[src/rtl/mem_arbiter_pkg.sv]
// Shared types and constants for the fetch/data memory arbiter.
package mem_arbiter_pkg;

    // Arbiter FSM: at most one memory transaction outstanding.
    typedef enum logic [1:0] {
        IDLE    = 2'd0,
        BUSY_IF = 2'd1,
        BUSY_ME = 2'd2
    } state_t;

    // Outcome of the per-cycle priority decision.
    typedef enum logic [1:0] {
        WIN_NONE = 2'd0,
        WIN_IF   = 2'd1,
        WIN_ME   = 2'd2
    } winner_t;

    // Access size encodings (funct3[1:0]).
    localparam logic [1:0] SIZE_BYTE = 2'b00;
    localparam logic [1:0] SIZE_HALF = 2'b01;
    localparam logic [1:0] SIZE_WORD = 2'b10;

    // Default number of back-to-back data grants allowed while a fetch waits.
    localparam int STARVE_LIMIT_DEF = 4;

endpackage

[src/rtl/mem_arbiter_if.sv]
// Bundle of the fetch port, data port and shared-memory port of the arbiter.
interface mem_arbiter_if;

    // Fetch port
    logic        IF_REQ;
    logic [15:0] IF_ADDR;
    logic        IF_GNT;
    logic        IF_RVALID;
    logic [31:0] IF_RDATA;

    // Data (load/store) port
    logic        ME_REQ;
    logic        ME_WE;
    logic [15:0] ME_ADDR;
    logic [31:0] ME_WDATA;
    logic [1:0]  ME_SIZE;
    logic        ME_GNT;
    logic        ME_RVALID;
    logic [31:0] ME_RDATA;

    // Shared single-port memory
    logic        MEM_REQ;
    logic        MEM_WE;
    logic [15:0] MEM_ADDR;
    logic [31:0] MEM_WDATA;
    logic [1:0]  MEM_SIZE;
    logic        MEM_ACK;
    logic [31:0] MEM_RDATA;

    // Arbiter view
    modport slave (
        input  IF_REQ, IF_ADDR,
        input  ME_REQ, ME_WE, ME_ADDR, ME_WDATA, ME_SIZE,
        input  MEM_ACK, MEM_RDATA,
        output IF_GNT, IF_RVALID, IF_RDATA,
        output ME_GNT, ME_RVALID, ME_RDATA,
        output MEM_REQ, MEM_WE, MEM_ADDR, MEM_WDATA, MEM_SIZE
    );

    // Requester / memory-model view
    modport master (
        output IF_REQ, IF_ADDR,
        output ME_REQ, ME_WE, ME_ADDR, ME_WDATA, ME_SIZE,
        output MEM_ACK, MEM_RDATA,
        input  IF_GNT, IF_RVALID, IF_RDATA,
        input  ME_GNT, ME_RVALID, ME_RDATA,
        input  MEM_REQ, MEM_WE, MEM_ADDR, MEM_WDATA, MEM_SIZE
    );

endinterface

[src/rtl/mem_arbiter_arb_select.sv]
// Priority selection: data port wins unless a waiting fetch has been
// passed over STARVE_LIMIT times in a row.
module arb_select
    import mem_arbiter_pkg::*;
#(
    parameter int STARVE_LIMIT = STARVE_LIMIT_DEF
) (
    input  logic       IF_REQ,
    input  logic       ME_REQ,
    input  logic [2:0] starve_cnt,
    output winner_t    winner
);

    localparam logic [2:0] LIMIT = 3'(STARVE_LIMIT);

    // Pick the winner for the current cycle.
    always_comb begin
        winner = WIN_NONE;
        if (ME_REQ && (!IF_REQ || (starve_cnt < LIMIT))) begin
            winner = WIN_ME;
        end else if (IF_REQ) begin
            winner = WIN_IF;
        end
    end

endmodule

[src/rtl/mem_arbiter.sv]
// Two-requester arbiter (instruction fetch, load/store) in front of a shared
// single-port memory. One transaction in flight; grants are combinational in
// IDLE, the memory command and return data are registered.
module mem_arbiter
    import mem_arbiter_pkg::*;
#(
    parameter int STARVE_LIMIT = STARVE_LIMIT_DEF
) (
    input  logic          CLK,
    input  logic          RST_N,
    mem_arbiter_if.slave  bus
);

    localparam logic [2:0] LIMIT = 3'(STARVE_LIMIT);

    state_t     state;
    logic [2:0] starve_cnt;
    winner_t    winner;

    arb_select #(
        .STARVE_LIMIT (STARVE_LIMIT)
    ) u_arb_select (
        .IF_REQ     (bus.IF_REQ),
        .ME_REQ     (bus.ME_REQ),
        .starve_cnt (starve_cnt),
        .winner     (winner)
    );

    // Grants only in IDLE, and never while reset is held.
    assign bus.IF_GNT = RST_N && (state == IDLE) && (winner == WIN_IF);
    assign bus.ME_GNT = RST_N && (state == IDLE) && (winner == WIN_ME);

    // FSM, latched memory command, return data and starvation counter.
    always_ff @(posedge CLK or negedge RST_N) begin
        if (!RST_N) begin
            state         <= IDLE;
            starve_cnt    <= '0;
            bus.MEM_REQ   <= 1'b0;
            bus.MEM_WE    <= 1'b0;
            bus.MEM_ADDR  <= '0;
            bus.MEM_WDATA <= '0;
            bus.MEM_SIZE  <= '0;
            bus.IF_RVALID <= 1'b0;
            bus.ME_RVALID <= 1'b0;
            bus.IF_RDATA  <= '0;
            bus.ME_RDATA  <= '0;
        end else begin
            bus.IF_RVALID <= 1'b0;
            bus.ME_RVALID <= 1'b0;
            case (state)
                IDLE: begin
                    if (bus.IF_GNT) begin
                        state         <= BUSY_IF;
                        starve_cnt    <= '0;
                        bus.MEM_REQ   <= 1'b1;
                        bus.MEM_WE    <= 1'b0;
                        bus.MEM_ADDR  <= bus.IF_ADDR;
                        bus.MEM_WDATA <= '0;
                        bus.MEM_SIZE  <= SIZE_WORD;
                    end else if (bus.ME_GNT) begin
                        state         <= BUSY_ME;
                        bus.MEM_REQ   <= 1'b1;
                        bus.MEM_WE    <= bus.ME_WE;
                        bus.MEM_ADDR  <= bus.ME_ADDR;
                        bus.MEM_WDATA <= bus.ME_WDATA;
                        bus.MEM_SIZE  <= bus.ME_SIZE;
                        // Count only grants that made a fetch wait; saturate.
                        if (bus.IF_REQ && (starve_cnt < LIMIT)) begin
                            starve_cnt <= starve_cnt + 3'd1;
                        end
                    end
                end
                BUSY_IF: begin
                    if (bus.MEM_ACK) begin
                        state         <= IDLE;
                        bus.MEM_REQ   <= 1'b0;
                        bus.IF_RDATA  <= bus.MEM_RDATA;
                        bus.IF_RVALID <= 1'b1;
                    end
                end
                BUSY_ME: begin
                    if (bus.MEM_ACK) begin
                        state         <= IDLE;
                        bus.MEM_REQ   <= 1'b0;
                        // Stores return zero so a stale read bus never leaks out.
                        bus.ME_RDATA  <= bus.MEM_WE ? 32'h0 : bus.MEM_RDATA;
                        bus.ME_RVALID <= 1'b1;
                    end
                end
                default: begin
                    state       <= IDLE;
                    bus.MEM_REQ <= 1'b0;
                end
            endcase
        end
    end

endmodule

[src/flat_wrapper.sv]
// flat-port wrapper written by rule: the top's interface ports become plain ports
module mem_arbiter_flat import mem_arbiter_pkg::*;
#(
    parameter int STARVE_LIMIT = STARVE_LIMIT_DEF
)
  (CLK, RST_N, bus_IF_REQ, bus_IF_ADDR, bus_ME_REQ, bus_ME_WE, bus_ME_ADDR, bus_ME_WDATA, bus_ME_SIZE, bus_MEM_ACK, bus_MEM_RDATA, bus_IF_GNT, bus_IF_RVALID, bus_IF_RDATA, bus_ME_GNT, bus_ME_RVALID, bus_ME_RDATA, bus_MEM_REQ, bus_MEM_WE, bus_MEM_ADDR, bus_MEM_WDATA, bus_MEM_SIZE);
  mem_arbiter_if bus_i ();
  input  logic CLK;
  input  logic RST_N;
  input wire logic [$bits(bus_i.IF_REQ)-1:0] bus_IF_REQ;
  input wire logic [$bits(bus_i.IF_ADDR)-1:0] bus_IF_ADDR;
  input wire logic [$bits(bus_i.ME_REQ)-1:0] bus_ME_REQ;
  input wire logic [$bits(bus_i.ME_WE)-1:0] bus_ME_WE;
  input wire logic [$bits(bus_i.ME_ADDR)-1:0] bus_ME_ADDR;
  input wire logic [$bits(bus_i.ME_WDATA)-1:0] bus_ME_WDATA;
  input wire logic [$bits(bus_i.ME_SIZE)-1:0] bus_ME_SIZE;
  input wire logic [$bits(bus_i.MEM_ACK)-1:0] bus_MEM_ACK;
  input wire logic [$bits(bus_i.MEM_RDATA)-1:0] bus_MEM_RDATA;
  output wire logic [$bits(bus_i.IF_GNT)-1:0] bus_IF_GNT;
  output wire logic [$bits(bus_i.IF_RVALID)-1:0] bus_IF_RVALID;
  output wire logic [$bits(bus_i.IF_RDATA)-1:0] bus_IF_RDATA;
  output wire logic [$bits(bus_i.ME_GNT)-1:0] bus_ME_GNT;
  output wire logic [$bits(bus_i.ME_RVALID)-1:0] bus_ME_RVALID;
  output wire logic [$bits(bus_i.ME_RDATA)-1:0] bus_ME_RDATA;
  output wire logic [$bits(bus_i.MEM_REQ)-1:0] bus_MEM_REQ;
  output wire logic [$bits(bus_i.MEM_WE)-1:0] bus_MEM_WE;
  output wire logic [$bits(bus_i.MEM_ADDR)-1:0] bus_MEM_ADDR;
  output wire logic [$bits(bus_i.MEM_WDATA)-1:0] bus_MEM_WDATA;
  output wire logic [$bits(bus_i.MEM_SIZE)-1:0] bus_MEM_SIZE;
  assign bus_i.IF_REQ = bus_IF_REQ;
  assign bus_i.IF_ADDR = bus_IF_ADDR;
  assign bus_i.ME_REQ = bus_ME_REQ;
  assign bus_i.ME_WE = bus_ME_WE;
  assign bus_i.ME_ADDR = bus_ME_ADDR;
  assign bus_i.ME_WDATA = bus_ME_WDATA;
  assign bus_i.ME_SIZE = bus_ME_SIZE;
  assign bus_i.MEM_ACK = bus_MEM_ACK;
  assign bus_i.MEM_RDATA = bus_MEM_RDATA;
  assign bus_IF_GNT = bus_i.IF_GNT;
  assign bus_IF_RVALID = bus_i.IF_RVALID;
  assign bus_IF_RDATA = bus_i.IF_RDATA;
  assign bus_ME_GNT = bus_i.ME_GNT;
  assign bus_ME_RVALID = bus_i.ME_RVALID;
  assign bus_ME_RDATA = bus_i.ME_RDATA;
  assign bus_MEM_REQ = bus_i.MEM_REQ;
  assign bus_MEM_WE = bus_i.MEM_WE;
  assign bus_MEM_ADDR = bus_i.MEM_ADDR;
  assign bus_MEM_WDATA = bus_i.MEM_WDATA;
  assign bus_MEM_SIZE = bus_i.MEM_SIZE;
  mem_arbiter #(.STARVE_LIMIT(STARVE_LIMIT)) u_core (.CLK(CLK), .RST_N(RST_N), .bus(bus_i));
endmodule
[config.mk]
export PLATFORM = sky130hd
export DESIGN_NAME = mem_arbiter_flat
export DESIGN_NICKNAME = d
export VERILOG_FILES = /design/src/rtl/mem_arbiter_pkg.sv /design/src/rtl/mem_arbiter_if.sv /design/src/rtl/mem_arbiter_arb_select.sv /design/src/rtl/mem_arbiter.sv /design/src/flat_wrapper.sv
export SDC_FILE = /design/constraint.sdc
export NUM_CORES = 1
export LEC_CHECK = 0
export CORE_MARGIN = 3
export CORE_UTILIZATION = 43
export CTS_BUF_LIST = sky130_fd_sc_hd__clkbuf_8
export DETAILED_ROUTE_END_ITERATION = 6
export PLACE_DENSITY = 0.84
export REMOVE_ABC_BUFFERS = 1
export SLEW_MARGIN = 20
export SYNTH_ARGS = -nofsm -noshare
export SYNTH_HDL_FRONTEND = slang
export SYNTH_SLANG_ARGS = --single-unit
[constraint.sdc]
create_clock -name CLK -period 1.7 [get_ports CLK]
set_input_delay 0.255 -clock CLK [delete_from_list [all_inputs] [get_ports CLK]]
set_output_delay 0.255 -clock CLK [all_outputs]
set_load 0.02 [all_outputs]
==> flow_summary_export.csv, run 1 <==
group,metric,value,unit
global_route,grt_max_degree,77,
sta,relSlewSlack,36.33,%
placement,dp_slack,-0.2288,ns
global_route,grt.overflow.total,0,
die,rows,38,
power_and_ir_drop,pwr_density_cell,1881,mW/mm^2
global_route,antenna_found_initial,0,
global_route,groute.usage.overall,23.26,%
job,maxCapViolCount,0,
final_layout,drive_above_1_share,17.15,%
sta,fin_crit_sh,101.7,%
routing,wl_per_cell,19.04,um
routing,drc,0,
routing,wirelength,15.10,mm
sta,holdWs,0.3083,ns
routing,drt_pre_antenna_iters,4,
final_layout,final_common_cell,"clkdlybuf4s50_1",
sta,maxClockFrequency,578.4,MHz
synth,avgSynthCellArea,12.62,sq um
routing,drt_iter0_drc,243,
cts,cts_tree,"yes",
critical_path,cp_max_fo,2,
cts,cts_root_buffer,"clkbuf_8",
sta,layout_setup_ws,-0.02904,ns
routing,antenna_left,0,
die,core,0.01098,sq mm
final_layout,fin_area,0.008154,sq mm
synth,ys_seq_area_share,62.68,%
die,dieHeight,112.9,um
power_and_ir_drop,vdd_drop_max,1.138,mV
critical_path,crit_required,1.44,ns
cts,clk_latency,0.42,ns
final_layout,final_nets,748,
routing,viasPerCell,5.163,
cts,cts_inserted_buffers,17,
die,start_util,44.71,%
routing,vias,4094,
synth,ys_types,32,
synth,synth_area,0.004911,sq mm
synth,yosysWarnings,0,
placement,portBuffers,223,
global_route,grt_pass1_wl,23.16,mm
outcome,violations,"setup timing",
synth,synth-seq-cells,123,
final_layout,fin_util,74.24,%
placement,gp_congestion,0.7983,
global_route,grt_pass1_vias,4417,
final_layout,n_antenna_cell,0,
critical_path,critPathKind,"reg2out",
min_path,hold_class,"in2async",
cts,clock_tree.buffer_depth,2,
sta,finClkSkew,0.008988,ns
placement,place_hpwl,10.29,mm
die,die_x,112.9,um
critical_path,startpoint_type,"register",
sta,fin_crit,1.729,ns
sta,setup_viol,1,
outcome,outcome,"finished, violations left",
die,die-area,0.01274,sq mm
sta,tightest_slew,0.9550,ns
placement,post_dp_cell_area,0.007415,sq mm
final_layout,syn2layout_area_growth,66.04,%
critical_path,endpoint_kind,"output pin",
sta,hold_viol,0,
synth,syn_inst,389,
final_layout,final_cell_mix,"clkdlybuf4s50_1, dfrtp_1, dlymetal6s2s_1, nand2_1, nand2b_1",
sta,rsz0062_at_grt,"yes",
cts,clk_pin_slew,0.08,ns
cts,clkSinkCount,123,
cts,htree_levels,4,
critical_path,critPathArrivalTime,1.47,ns
die,io_pins,224,
sta,slew_viol_final,0,
power_and_ir_drop,power.leakage,4.418,nW
[final timing paths]
path	from	endpoint	slack (ns)	cells after the start
min in group CLK	bus_ME_WDATA[19]	u_core.bus.MEM_WDATA[19]	0.38	3
hold reg to reg	u_core.bus.ME_RDATA[2]	u_core.bus.ME_RDATA[2]	0.48	2
setup reg to reg	u_core.state[1]	u_core.bus.MEM_ADDR[14]	0.04	7
setup / recovery	u_core.state[1]	bus_ME_GNT	-0.03	5
max in group asynchronous	RST_N	u_core.bus.ME_RDATA[1]	0.43	3
hold / removal	RST_N	u_core.bus.MEM_REQ	0.31	3
[power breakdown]
| part | internal, mW | switching [mW] |
|---|---|---|
| clock network | 1.69 | 1.22 |
| logic | 3.69 | 3.71 |
| registers | 4.27 | 0.759 |
[layout make-up]
cell class	instances	area [sq um]
Clock buffer	19	261.5
Clock inverter	13	190.2
Fill cell	702	2829
Inverter	4	15.01
Multi-Input combinational cell	237	1705
Sequential cell	123	3078
Tap cell	140	175.2
Timing Repair Buffer	257	2729
[repair_timing]
item                                   CTS  global route
resized for setup                       28            76
setup buffers                            5             0
pin swaps                                2            10
gates cloned                             0             2
hold buffers                             1             0
endpoints found under the hold margin    3             0
setup endpoints to repair               21           120
[cells by family (layout without fill, tap and decap cells)]
family | after synthesis | after routing | share of synthesized area (%)
simple gates | 109 | 109 | 11.57
fa+ha+maj | 4 | 4 | 1.019
mux | 32 | 32 | 7.338
flops | 123 | 123 | 62.68
compound gates | 92 | 92 | 13.94
buf+inv | 29 | 293 | 3.465
[flip-flops by register name (all words and copies together), names as in the netlist]
signal and count:
u_core.bus.IF_RDATA 32, u_core.bus.MEM_WDATA 32, u_core.bus.ME_RDATA 32, u_core.bus.MEM_ADDR 16, u_core.starve_cnt 3, u_core.bus.MEM_SIZE 2
u_core.state 2, u_core.bus.IF_RVALID 1, u_core.bus.MEM_REQ 1, u_core.bus.MEM_WE 1, u_core.bus.ME_RVALID 1
[cells in the mapped netlist, drive strengths merged]
master  count  area, sq um
nor2        4        17.52
o22ai       1        6.260
and2       16        100.1
ha          4        50.05
a32o        1        10.01
buf        15        117.6
inv         4        15.01
nor3        2        10.01
nand2b     35        219.0
nor2b       1        6.260
clkbuf     10        37.54
and3        1        11.26
mux2       32        360.4
a41oi       1        8.760
o211a       1        10.01
nand3       2        15.01
o211ai      1        12.51
and4        1        8.760
a21o        1        7.510
o21ai      34        170.2
a21oi       5        25.02
dfrtp     123         3078
nand2      46        172.7
a221o      16        160.2
and2b       1        7.510
a21boi      1        11.26
a22o       30        262.8
[stage by stage]
step                      total power [mW]  setup TNS (ns)  cells
after global placement               12.27          -3.965    753
after CTS                            15.49        -0.04672    791
after global routing                 16.17         -0.4137    793
after floorplan                      8.505          -13.29    364
final                                15.34        -0.02904    793
after detailed placement             12.50          -7.330    753
[layer usage]
metal,track usage [%],share of wire (%),up-vias
met5,0,0,-
met4,6.731,0.97,0
met3,8.610,8.3,15
met2,38.74,51,183
met1,28.48,39,2023
li1,-,-,1873
[critical path: stages (launching register included)]
cell and delay, ns:
dfrtp_1 0.40, inv_2 0.09, ha_4 0.16, buf_6 0.10, and3_4 0.19, buf_6 0.12
Note: power is estimated with default switching activity, not from simulation.
==> run 2: changes to the inputs <==
- SKIP_LAST_GASP: not set -> 1
==> flow_summary_export.csv, run 2 (same netlist as run 1, synthesis figures left out) <==
group,metric,value,unit
outcome,outcome,"finished, violations left",
outcome,violations,"setup timing",
final_layout,final_cells,793,
cts,cts_inserted_buffers,17,
final_layout,n_antenna_cell,0,
sta,tns,-0.06737,ns
final_layout,multiInputGateArea,0.001702,sq mm
die,start_util,44.71,%
final_layout,fin_util,74.17,%
critical_path,startpoint_type,"register",
global_route,groute.usage.overall,23.22,%
placement,dp_cells,753,
final_layout,reg_top3,"u_core.bus.IF_RDATA x32, u_core.bus.MEM_WDATA x32, u_core.bus.ME_RDATA x32",
cts,cts_root_buffer,"clkbuf_8",
final_layout,syn2layout_area_growth,65.89,%
min_path,hold_class,"in2async",
critical_path,critPathKind,"reg2out",
sta,fin_crit_sh,102.2,%
critical_path,cp-startpoint,"u_core.state[1]",
final_layout,final_nets,748,
die,rows,38,
global_route,grt_pass1_wl,23.14,mm
routing,antenna_left,0,
routing,wl_per_cell,19.03,um
placement,gp_congestion,0.7983,
sta,fin_crit,1.738,ns
final_layout,nFillCells,707,
cts,htree_levels,4,
critical_path,slowest_stage,"dfrtp_1",
placement,dp_slack,-0.2288,ns
power_and_ir_drop,power.leakage,4.413,nW
sta,layout_setup_ws,-0.03824,ns
power_and_ir_drop,vdd_drop_max,1.133,mV
critical_path,crit_chain,"inv_2, ha_4, nand3_2, nor2_4, buf_4",
critical_path,cp_num_buf_inv,2,
cts,clock_tree.buffer_depth,2,
sta,finClkSkew,0.009339,ns
placement,portBuffers,223,
final_layout,final_common_cell,"clkdlybuf4s50_1",
die,die-area,0.01274,sq mm
sta,slew_viol_final,0,
final_layout,final_cell_mix,"clkdlybuf4s50_1, dfrtp_1, dlymetal6s2s_1, nand2_1, nand2b_1",
critical_path,cp_max_fo,2,
die,dieHeight,112.9,um
routing,wirelength,15.09,mm
sta,setup_viol,2,
sta,relSlewSlack,36.53,%
routing,drc,0,
routing,drt_pre_antenna_iters,4,
sta,tightest_slew,0.9520,ns
global_route,grt.overflow.total,0,
sta,hold_viol,0,
sta,maxClockFrequency,575.3,MHz
sta,holdWs,0.3097,ns
die,io_pins,224,
die,core,0.01098,sq mm
critical_path,endpoint_kind,"output pin",
global_route,grt_pass1_vias,4403,
critical_path,r2r_start,"u_core.state[1]",
die,die_x,112.9,um
critical_path,crit_required,1.44,ns
sta,rsz0062_at_grt,"yes",
cts,clkSinkCount,123,
routing,drt_iter0_drc,246,
critical_path,critPathArrivalTime,1.48,ns
global_route,antenna_found_initial,0,
job,maxCapViolCount,0,
cts,clk_latency,0.42,ns
critical_path,slowest_delay,0.40,ns
cts,cts_tree,"yes",
power_and_ir_drop,pwr_density_cell,1881,mW/mm^2
routing,vias,4091,
routing,viasPerCell,5.159,
cts,clk_pin_slew,0.08,ns
global_route,grt_max_degree,77,
placement,place_hpwl,10.29,mm
final_layout,drive_above_1_share,17.00,%
critical_path,cp_top_family,"flip-flops",
final_layout,regArea,0.003078,sq mm
## run 2: changes by cell type in the layout (fill, tap and decap cells not counted)
cell / delta
and2_0: +5
a21oi_2: -1
and2_1: -5
a21oi_1: +1
buf_6: -1
buf_4: +1
## run 2: final timing paths
| check | depth (start not counted) | slack (ns) | end |
|---|---|---|---|
| min in group CLK | 3 | 0.40 | u_core.bus.MEM_WDATA[4] |
| max in group asynchronous | 3 | 0.43 | u_core.bus.ME_RDATA[1] |
| max reg2reg | 7 | 0 | u_core.bus.MEM_ADDR[7] |
| max | 5 | -0.04 | bus_IF_GNT |
| min reg2reg | 2 | 0.48 | u_core.bus.ME_RDATA[2] |
| min | 3 | 0.31 | u_core.bus.MEM_REQ |
## run 2: through the flow
stage / power, mW / cell area, sq um
floorplan: 8.505 / 4756
global placement: 12.27 / 7415
detailed placement: 12.50 / 7415
CTS: 15.49 / 7913
global route: 16.15 / 8147
finish: 15.32 / 8147
## run 2: routing by layer
layer / up-vias / track usage (%) / part of all wire, %
met1: 2025 / 28.52 / 39
met3: 9 / 8.396 / 8.2
met5: - / 0 / 0
li1: 1870 / - / -
met4: 0 / 6.170 / 0.66
met2: 187 / 39.02 / 52
## run 2: worst reg2reg max path: stages (launching register included)
cell and delay (ns):
dfrtp_1 0.40, inv_2 0.09, ha_4 0.16, buf_6 0.10, buf_4 0.11, o211ai_4 0.19
and2_0 0.26, a221o_1 0.28
## run 2: timing repair
action | in CTS | in global routing
setup endpoints to repair | 21 | 120
endpoints found under the hold margin | 3 | 0
hold buffers | 1 | 0
pin swaps | 1 | 3
gates resized for setup | 26 | 71
setup buffers | 5 | 0
gates cloned | 0 | 2
## run 2: final cells by class
class	count	area share [%]
sequential	123	37.78
clock buffer	19	3.210
clock inverter	13	2.335
multi-input combinational	237	20.89
tap	140	2.150
timing repair buffer	257	33.45
inverter	4	0.1843
## run 2: where the power goes
part	internal (mW)	switching, mW
Combinational	3.68	3.70
Sequential	4.27	0.763
Clock	1.69	1.22
Total	9.64	5.68
